--- src/rtl/decode_ctrl_stage.sv ---
// RV32I decode stage: registers the execute control bundle behind a valid/ready
// handshake and holds off issue for a fixed number of cycles after memory ops.
module decode_ctrl_stage #(
  parameter int XLEN    = 32,
  parameter int MEM_LAT = 2
) (
  input  logic            clk,
  input  logic            rst,
  input  logic            in_valid,
  output logic            in_ready,
  input  logic [31:0]     inst,
  input  logic            branchValid,
  output logic            out_valid,
  input  logic            out_ready,
  output logic            branchEn,
  output logic            jumpEn,
  output logic [2:0]      immExtCtrl,
  output logic [XLEN-1:0] imm_data,
  output logic [2:0]      branchCompareOp,
  output logic            aluS1Sel,
  output logic            aluS2Sel,
  output logic [3:0]      aluOp,
  output logic [3:0]      memControl,
  output logic            memUnsigned,
  output logic            regWriteEn,
  output logic            regWriteBackDataSel,
  output logic            linkRegWriteEn,
  output logic            illegal
);

  localparam logic [6:0] OP_LUI = 7'h37, OP_AUIPC = 7'h17, OP_JAL = 7'h6F, OP_JALR = 7'h67;
  localparam logic [6:0] OP_BRANCH = 7'h63, OP_LOAD = 7'h03, OP_STORE = 7'h23;
  localparam logic [6:0] OP_IMM = 7'h13, OP_REG = 7'h33, OP_FENCE = 7'h0F, OP_SYSTEM = 7'h73;
  localparam logic [2:0] IMM_NONE = 3'd0, IMM_I = 3'd1, IMM_S = 3'd2, IMM_B = 3'd3;
  localparam logic [2:0] IMM_U = 3'd4, IMM_J = 3'd5;
  localparam logic [3:0] ALU_ADD = 4'd0, ALU_SUB = 4'd1, ALU_PASSB = 4'd10;
  localparam int CW = (MEM_LAT > 1) ? $clog2(MEM_LAT) : 1;

  typedef enum logic [1:0] {S_IDLE, S_VALID, S_MEM_WAIT} state_t;

  function automatic logic signed [XLEN-1:0] imm_ext(input logic [2:0] sel, input logic [31:0] w);
    logic signed [31:0] v;
    case (sel)
      IMM_I:   v = {{20{w[31]}}, w[31:20]};
      IMM_S:   v = {{20{w[31]}}, w[31:25], w[11:7]};
      IMM_B:   v = {{19{w[31]}}, w[31], w[7], w[30:25], w[11:8], 1'b0};
      IMM_U:   v = {w[31:12], 12'b0};
      IMM_J:   v = {{11{w[31]}}, w[31], w[19:12], w[20], w[30:21], 1'b0};
      default: v = '0;
    endcase
    return XLEN'(v);
  endfunction

  function automatic logic [3:0] alu_sel(input logic [2:0] f3, input logic alt);
    case (f3)
      3'b000:  alu_sel = alt ? ALU_SUB : ALU_ADD;
      3'b001:  alu_sel = 4'd2;
      3'b010:  alu_sel = 4'd3;
      3'b011:  alu_sel = 4'd4;
      3'b100:  alu_sel = 4'd5;
      3'b101:  alu_sel = alt ? 4'd7 : 4'd6;
      3'b110:  alu_sel = 4'd8;
      default: alu_sel = 4'd9;
    endcase
  endfunction

  state_t                 state, state_nx;
  logic [CW-1:0]          wait_cnt;
  logic                   rst_done, is_branch_p0, load, mem_op;
  logic [6:0]             opcode, f7;
  logic [2:0]             f3;
  logic                   jump_d, s1_d, s2_d, memu_d, rwe_d, wbs_d, link_d, ill_d, br_d;
  logic [2:0]             ext_d, bco_d;
  logic [3:0]             alu_d, mem_d;
  logic signed [XLEN-1:0] imm_d;

  assign opcode = inst[6:0];
  assign f3     = inst[14:12];
  assign f7     = inst[31:25];
  assign mem_op = memControl[3:2] != 2'b00;
  assign load   = in_valid & in_ready;

  // Decode: illegal encodings leave every control at zero except illegal.
  always_comb begin
    jump_d = 1'b0; ext_d = IMM_NONE; bco_d = 3'd0; s1_d = 1'b0; s2_d = 1'b0;
    alu_d = ALU_ADD; mem_d = 4'd0; memu_d = 1'b0; rwe_d = 1'b0; wbs_d = 1'b0;
    link_d = 1'b0; ill_d = 1'b0; br_d = 1'b0;
    case (opcode)
      OP_LUI:   begin ext_d = IMM_U; s2_d = 1'b1; alu_d = ALU_PASSB; rwe_d = 1'b1; end
      OP_AUIPC: begin ext_d = IMM_U; s2_d = 1'b1; rwe_d = 1'b1; end
      OP_JAL:   begin ext_d = IMM_J; s2_d = 1'b1; jump_d = 1'b1; link_d = 1'b1; rwe_d = 1'b1; end
      OP_JALR:
        if (f3 != 3'b000) ill_d = 1'b1;
        else begin
          ext_d = IMM_I; s1_d = 1'b1; s2_d = 1'b1; jump_d = 1'b1; link_d = 1'b1; rwe_d = 1'b1;
        end
      OP_BRANCH:
        if (f3[2:1] == 2'b01) ill_d = 1'b1;
        else begin ext_d = IMM_B; s1_d = 1'b1; alu_d = ALU_SUB; bco_d = f3; br_d = 1'b1; end
      OP_LOAD:
        if (f3 == 3'b011 || f3[2:1] == 2'b11) ill_d = 1'b1;
        else begin
          ext_d = IMM_I; s1_d = 1'b1; s2_d = 1'b1; mem_d = {2'b01, f3[1:0]};
          memu_d = f3[2]; rwe_d = 1'b1; wbs_d = 1'b1;
        end
      OP_STORE:
        if (f3[2] || f3[1:0] == 2'b11) ill_d = 1'b1;
        else begin ext_d = IMM_S; s1_d = 1'b1; s2_d = 1'b1; mem_d = {2'b10, f3[1:0]}; end
      OP_IMM:
        if ((f3 == 3'b001 && f7 != 7'h00) || (f3 == 3'b101 && f7 != 7'h00 && f7 != 7'h20))
          ill_d = 1'b1;
        else begin
          ext_d = IMM_I; s1_d = 1'b1; s2_d = 1'b1; rwe_d = 1'b1;
          alu_d = alu_sel(f3, f3 == 3'b101 && f7[5]);
        end
      OP_REG:
        if (f7 != 7'h00 && !(f7 == 7'h20 && (f3 == 3'b000 || f3 == 3'b101))) ill_d = 1'b1;
        else begin s1_d = 1'b1; rwe_d = 1'b1; alu_d = alu_sel(f3, f7[5]); end
      OP_FENCE, OP_SYSTEM: ;
      default:  ill_d = 1'b1;
    endcase
    imm_d = imm_ext(ext_d, inst);
  end

  always_ff @(posedge clk or negedge rst) begin
    if (!rst) begin
      state    <= S_IDLE;
      wait_cnt <= '0;
      rst_done <= 1'b0;
    end else begin
      state    <= state_nx;
      rst_done <= 1'b1;
      if (state == S_VALID && state_nx == S_MEM_WAIT) wait_cnt <= CW'(MEM_LAT - 1);
      else if (state == S_MEM_WAIT && wait_cnt != '0) wait_cnt <= wait_cnt - 1'b1;
    end
  end

  always_comb begin
    state_nx = state;
    case (state)
      S_IDLE:     if (in_valid && rst_done) state_nx = S_VALID;
      S_VALID:
        if (out_ready) begin
          if (mem_op && MEM_LAT > 0)  state_nx = S_MEM_WAIT;
          else if (!mem_op && in_valid) state_nx = S_VALID;
          else                          state_nx = S_IDLE;
        end
      S_MEM_WAIT: if (wait_cnt == '0) state_nx = S_IDLE;
      default:    state_nx = S_IDLE;
    endcase
  end

  always_comb begin
    in_ready  = 1'b0;
    out_valid = 1'b0;
    case (state)
      S_IDLE:  in_ready = rst_done;
      S_VALID: begin out_valid = 1'b1; in_ready = out_ready & ~mem_op; end
      default: ;
    endcase
  end

  // Bundle register: loaded on every accepted instruction, otherwise held.
  always_ff @(posedge clk or negedge rst) begin
    if (!rst) begin
      jumpEn <= 1'b0; immExtCtrl <= '0; imm_data <= '0; branchCompareOp <= '0;
      aluS1Sel <= 1'b0; aluS2Sel <= 1'b0; aluOp <= '0; memControl <= '0;
      memUnsigned <= 1'b0; regWriteEn <= 1'b0; regWriteBackDataSel <= 1'b0;
      linkRegWriteEn <= 1'b0; illegal <= 1'b0; is_branch_p0 <= 1'b0;
    end else if (load) begin
      jumpEn <= jump_d; immExtCtrl <= ext_d; imm_data <= imm_d; branchCompareOp <= bco_d;
      aluS1Sel <= s1_d; aluS2Sel <= s2_d; aluOp <= alu_d; memControl <= mem_d;
      memUnsigned <= memu_d; regWriteEn <= rwe_d; regWriteBackDataSel <= wbs_d;
      linkRegWriteEn <= link_d; illegal <= ill_d; is_branch_p0 <= br_d;
    end
  end

  assign branchEn = out_valid & is_branch_p0 & branchValid;

endmodule
--- config.mk ---
export PLATFORM = sky130hd
export DESIGN_NAME = decode_ctrl_stage
export DESIGN_NICKNAME = d
export VERILOG_FILES = /design/src/rtl/decode_ctrl_stage.sv
export SDC_FILE = /design/constraint.sdc
export NUM_CORES = 1
export LEC_CHECK = 0
export ABC_AREA = 1
export CAP_MARGIN = 10
export CORE_ASPECT_RATIO = 1.4
export CORE_UTILIZATION = 52
export DETAILED_ROUTE_END_ITERATION = 16
export PLACE_DENSITY = 0.95
export SKIP_LAST_GASP = 1
export SYNTH_ARGS = -nofsm -noshare
export SYNTH_HDL_FRONTEND = slang
export SYNTH_SLANG_ARGS = --single-unit
--- constraint.sdc ---
create_clock -name clk -period 3.6 [get_ports clk]
set_input_delay 0.54 -clock clk [delete_from_list [all_inputs] [get_ports clk]]
set_output_delay 0.54 -clock clk [all_outputs]
set_load 0.01 [all_outputs]
==> results.md <==
* Cell type contributing the most total cell area after synthesis: dfrtp_1
* Maximum level of the CTS H-tree at 3
* Final clock skew at 0.00805 ns
* Share of power burned in the clock network at 0.306
* Number of I/O port buffers at 93
* P_int at 1.16 mW
* Switching portion of total power at 0.312
* F_max at 388 MHz
* Most used cell along the critical path: clkdlybuf4s50_1
* Yosys cell types at 29
* Nets at 602
* Reg power frac at 0.439
* Dominant cell by count in the synthesized netlist: nand2_1
* Starting density of the core at 0.549
* DRC violations left at 0
* Sum of routed wire length over all layers at 9.01 mm
* TritonCTS Buffers at 9
* Nature of the critical path endpoint: output port
* Initial antenna violation count at 0
* Leading post-synthesis cells by instance count: nand2_1 (198), nor2_1 (63), dfrtp_1 (58)
* Clock slew at reported path FFs at 0.07 ns
* Final-report max-slew violation count at 0
* Seq cells post-synth at 58
* Setup Crit Path Kind: in2out
* Clock tree root buffer cell: clkbuf_8
* Number of global-route vias before repair at 3295
* Biggest cell delay along the critical path at 0.60 ns
* Crit path required time at 3.06 ns
* Number of hold-repair buffers added at the cts stage at 0
* Vias per Instance at 5.42
* Number of filler instances in the final layout at 477
* Post-synth EDFFs at 0
* Reg2reg setup slack at 1.40 ns
* Length in cells of the worst reg-to-reg path at 8
* Final setup fails at 0
* Mean routed wirelength per cell at 14.1 um
* Destination of the worst register-to-register timing path: branchCompareOp[1]
* Max clock buf depth at 2
* Core area at 0.00595 mm^2
* Hold WC Path Type: in2async
* CP Launch Type: primary input
* Final critical delay including setup and external delays at 2.58 ns
* Top cells by area in the synthesized netlist: dfrtp_1 (44%), nand2_1 (23%), nor2_1 (7.2%), nand3_1 (4.7%), inv_1 (3.8%)
* I/O pin count at 94
* Proportion of synthesized chip area in sequential cells at 0.444
* CP Data Arrival Time at 2.04 ns
* LEAKAGE at 2.37 nW
* Global placement routability congestion at 0.915
* Area growth from synthesis to layout at 33.9%
* Max stage delay cell, worst path: clkdlybuf4s50_1
* Die Width at 69.0 um
* Gate count after technology mapping at 476
* Chain of cells forming the critical path: clkdlybuf4s50_1, nand2_1, a21oi_1, clkdlybuf4s50_1
* Worst skew pair latency at 0.34 ns
* Sum of negative setup slack at 0 ns
* Outcome: finished clean
* Total gr overflow at 0
* Ys flop type: dfrtp_1
* P per Cell Area at 387 mW/mm^2
* Post-Syn Area per Cell at 6.86 um^2
* Largest vdd supply drop at 0.330 mV
* Placed wire-length estimate after detailed placement at 6.62 mm
* Global-route wire length before repair at 14.4 mm
* Total number of vias at 3462
* Initial DRC count at 227
* Post-Layout Cell Count at 639
* Layout cell share with drive strength beyond 1 at 0.0879
* Placed Cells incl. Taps at 624
* Launch point of the worst reg-to-reg path: memControl[3]
* PostCTS Resize Cnt at 0
* Async S/R FF share, synth at 1.00
* Antenna Nets Post-Route at 0
* Diode count at 0
* Post-CTS setup buffers at 0
* Net switching power at 527 uW
* Drt pass-1 iters at 5
* Floorplan die height at 95.8 um
* RSZ-0062 raised after global routing: no
* Clock tree from TritonCTS: yes
* Sinks on the clock net at 58
* Number of max-capacitance violations reported at 0
* Area share of the largest cell type after synthesis at 0.444
* Synthesized area at 0.00327 mm^2
* Global Route Usage Sum at 0.296
* Largest fanout on the critical path at 3
* Max-slew headroom at 0.588
* Slew at the pin closest to its max-slew limit at 0.618 ns
* Relative contribution of combinational cells to total power at 0.255
* Final critical-path share of the clock period at 0.717
* Hold slack at 0.209 ns
* Maximum number of pins on one net before global-route repair at 44
* Placement row count at 33
* Hold violation count in the final report at 0
* Syn Nets at 513
* Yosys Warn Count at 0
* Area enclosed by the die boundary at 0.00661 mm^2
==> how the worst max path moves through the flow <==
stage | slack [ns] | start | end | cells after the start
floorplan | 1.88 | inst[14] | imm_data[21] | 12
global placement | 1.08 | out_ready | branchCompareOp[1] | 8
detailed placement | 0.94 | out_ready | branchCompareOp[1] | 8
CTS | 1.05 | out_ready | in_ready | 4
global route | 1.02 | out_ready | in_ready | 4
finish | 1.02 | out_ready | in_ready | 4
==> state kept, by name, indices dropped and copies added (netlist names), 2 cells and up <==
name and flops:
aluOp 4, branchCompareOp 3, immExtCtrl 3, imm_data 32, memControl 4, state 2
==> logic make-up (layout without fill, tap and decap cells) <==
group / Yosys count / after routing / share of synthesized area
buf+inv: 59 / 152 / 0.0789
other cells: 1 / 1 / 0.00115
flops: 58 / 58 / 0.444
simple gates: 321 / 321 / 0.415
compound gates: 37 / 37 / 0.0605
==> worst max-delay path, delay by kind of cell <==
family	cells	cell delay, ns
compound gates	1	0.31
buf+inv	2	1.10
simple gates	1	0.09
==> power by group through the flow <==
stage                     Clock [mW]  Combinational, mW  Sequential [mW]
final                          0.518              0.431            0.742
after global routing           0.554              0.470            0.748
after CTS                      0.527              0.431            0.742
after detailed placement           0              0.428            0.752
after global placement             0              0.416            0.751
after floorplan                    0              0.201            0.768
==> layer usage <==
metal  part of all wire  track usage  vias up
met2               0.51        0.496      173
met3              0.066       0.0604       28
met5                  0            0        -
li1                   -            -     1651
met1               0.39        0.343     1610
met4              0.034        0.167        0
==> final cells by class <==
| class | count | area [um^2] | area share |
|---|---|---|---|
| clock buffer | 10 | 138 | 0.0315 |
| clock inverter | 5 | 31.3 | 0.00715 |
| inverter | 41 | 156 | 0.0358 |
| multi-input combinational | 359 | 1560 | 0.357 |
| sequential | 58 | 1450 | 0.332 |
| tap | 70 | 87.6 | 0.0200 |
| timing repair buffer | 96 | 948 | 0.217 |
==> stage by stage <==
stage          power, mW  utilization  setup slack (ns)  area [um^2]
3_3_place_gp        1.17        0.707              1.08         4200
3_5_place_dp        1.18        0.707             0.943         4200
4_1_cts             1.70        0.735              1.05         4370
6_report            1.69        0.735              1.02         4370
5_1_grt             1.77        0.735              1.02         4370
2_1_floorplan      0.969            -              1.88         3270
==> cell usage in the layout, fill, tap and decap left out <==
cell type        count
a21boi_0             1
a21oi_1              9
buf_2                1
buf_4                3
clkbuf_8            10
clkdlybuf4s50_1     92
clkinv_2             5
clkinv_4             1
clkinvlp_4           1
conb_1               1
dfrtp_1             58
inv_1               33
inv_2                6
nand2_1            197
nand2_2             10
nand2_4              2
nand3_1             31
nand3_4              1
nand3b_1             2
nand3b_2             1
nand4_1              3
nor2_1              63
nor2_2               1
nor2_4               2
nor3_1               2
nor3_2               1
o211ai_1             2
o21a_1               1
o21ai_0             23
o31ai_1              1
or2_2                5
(Power assumes the default switching activity.)
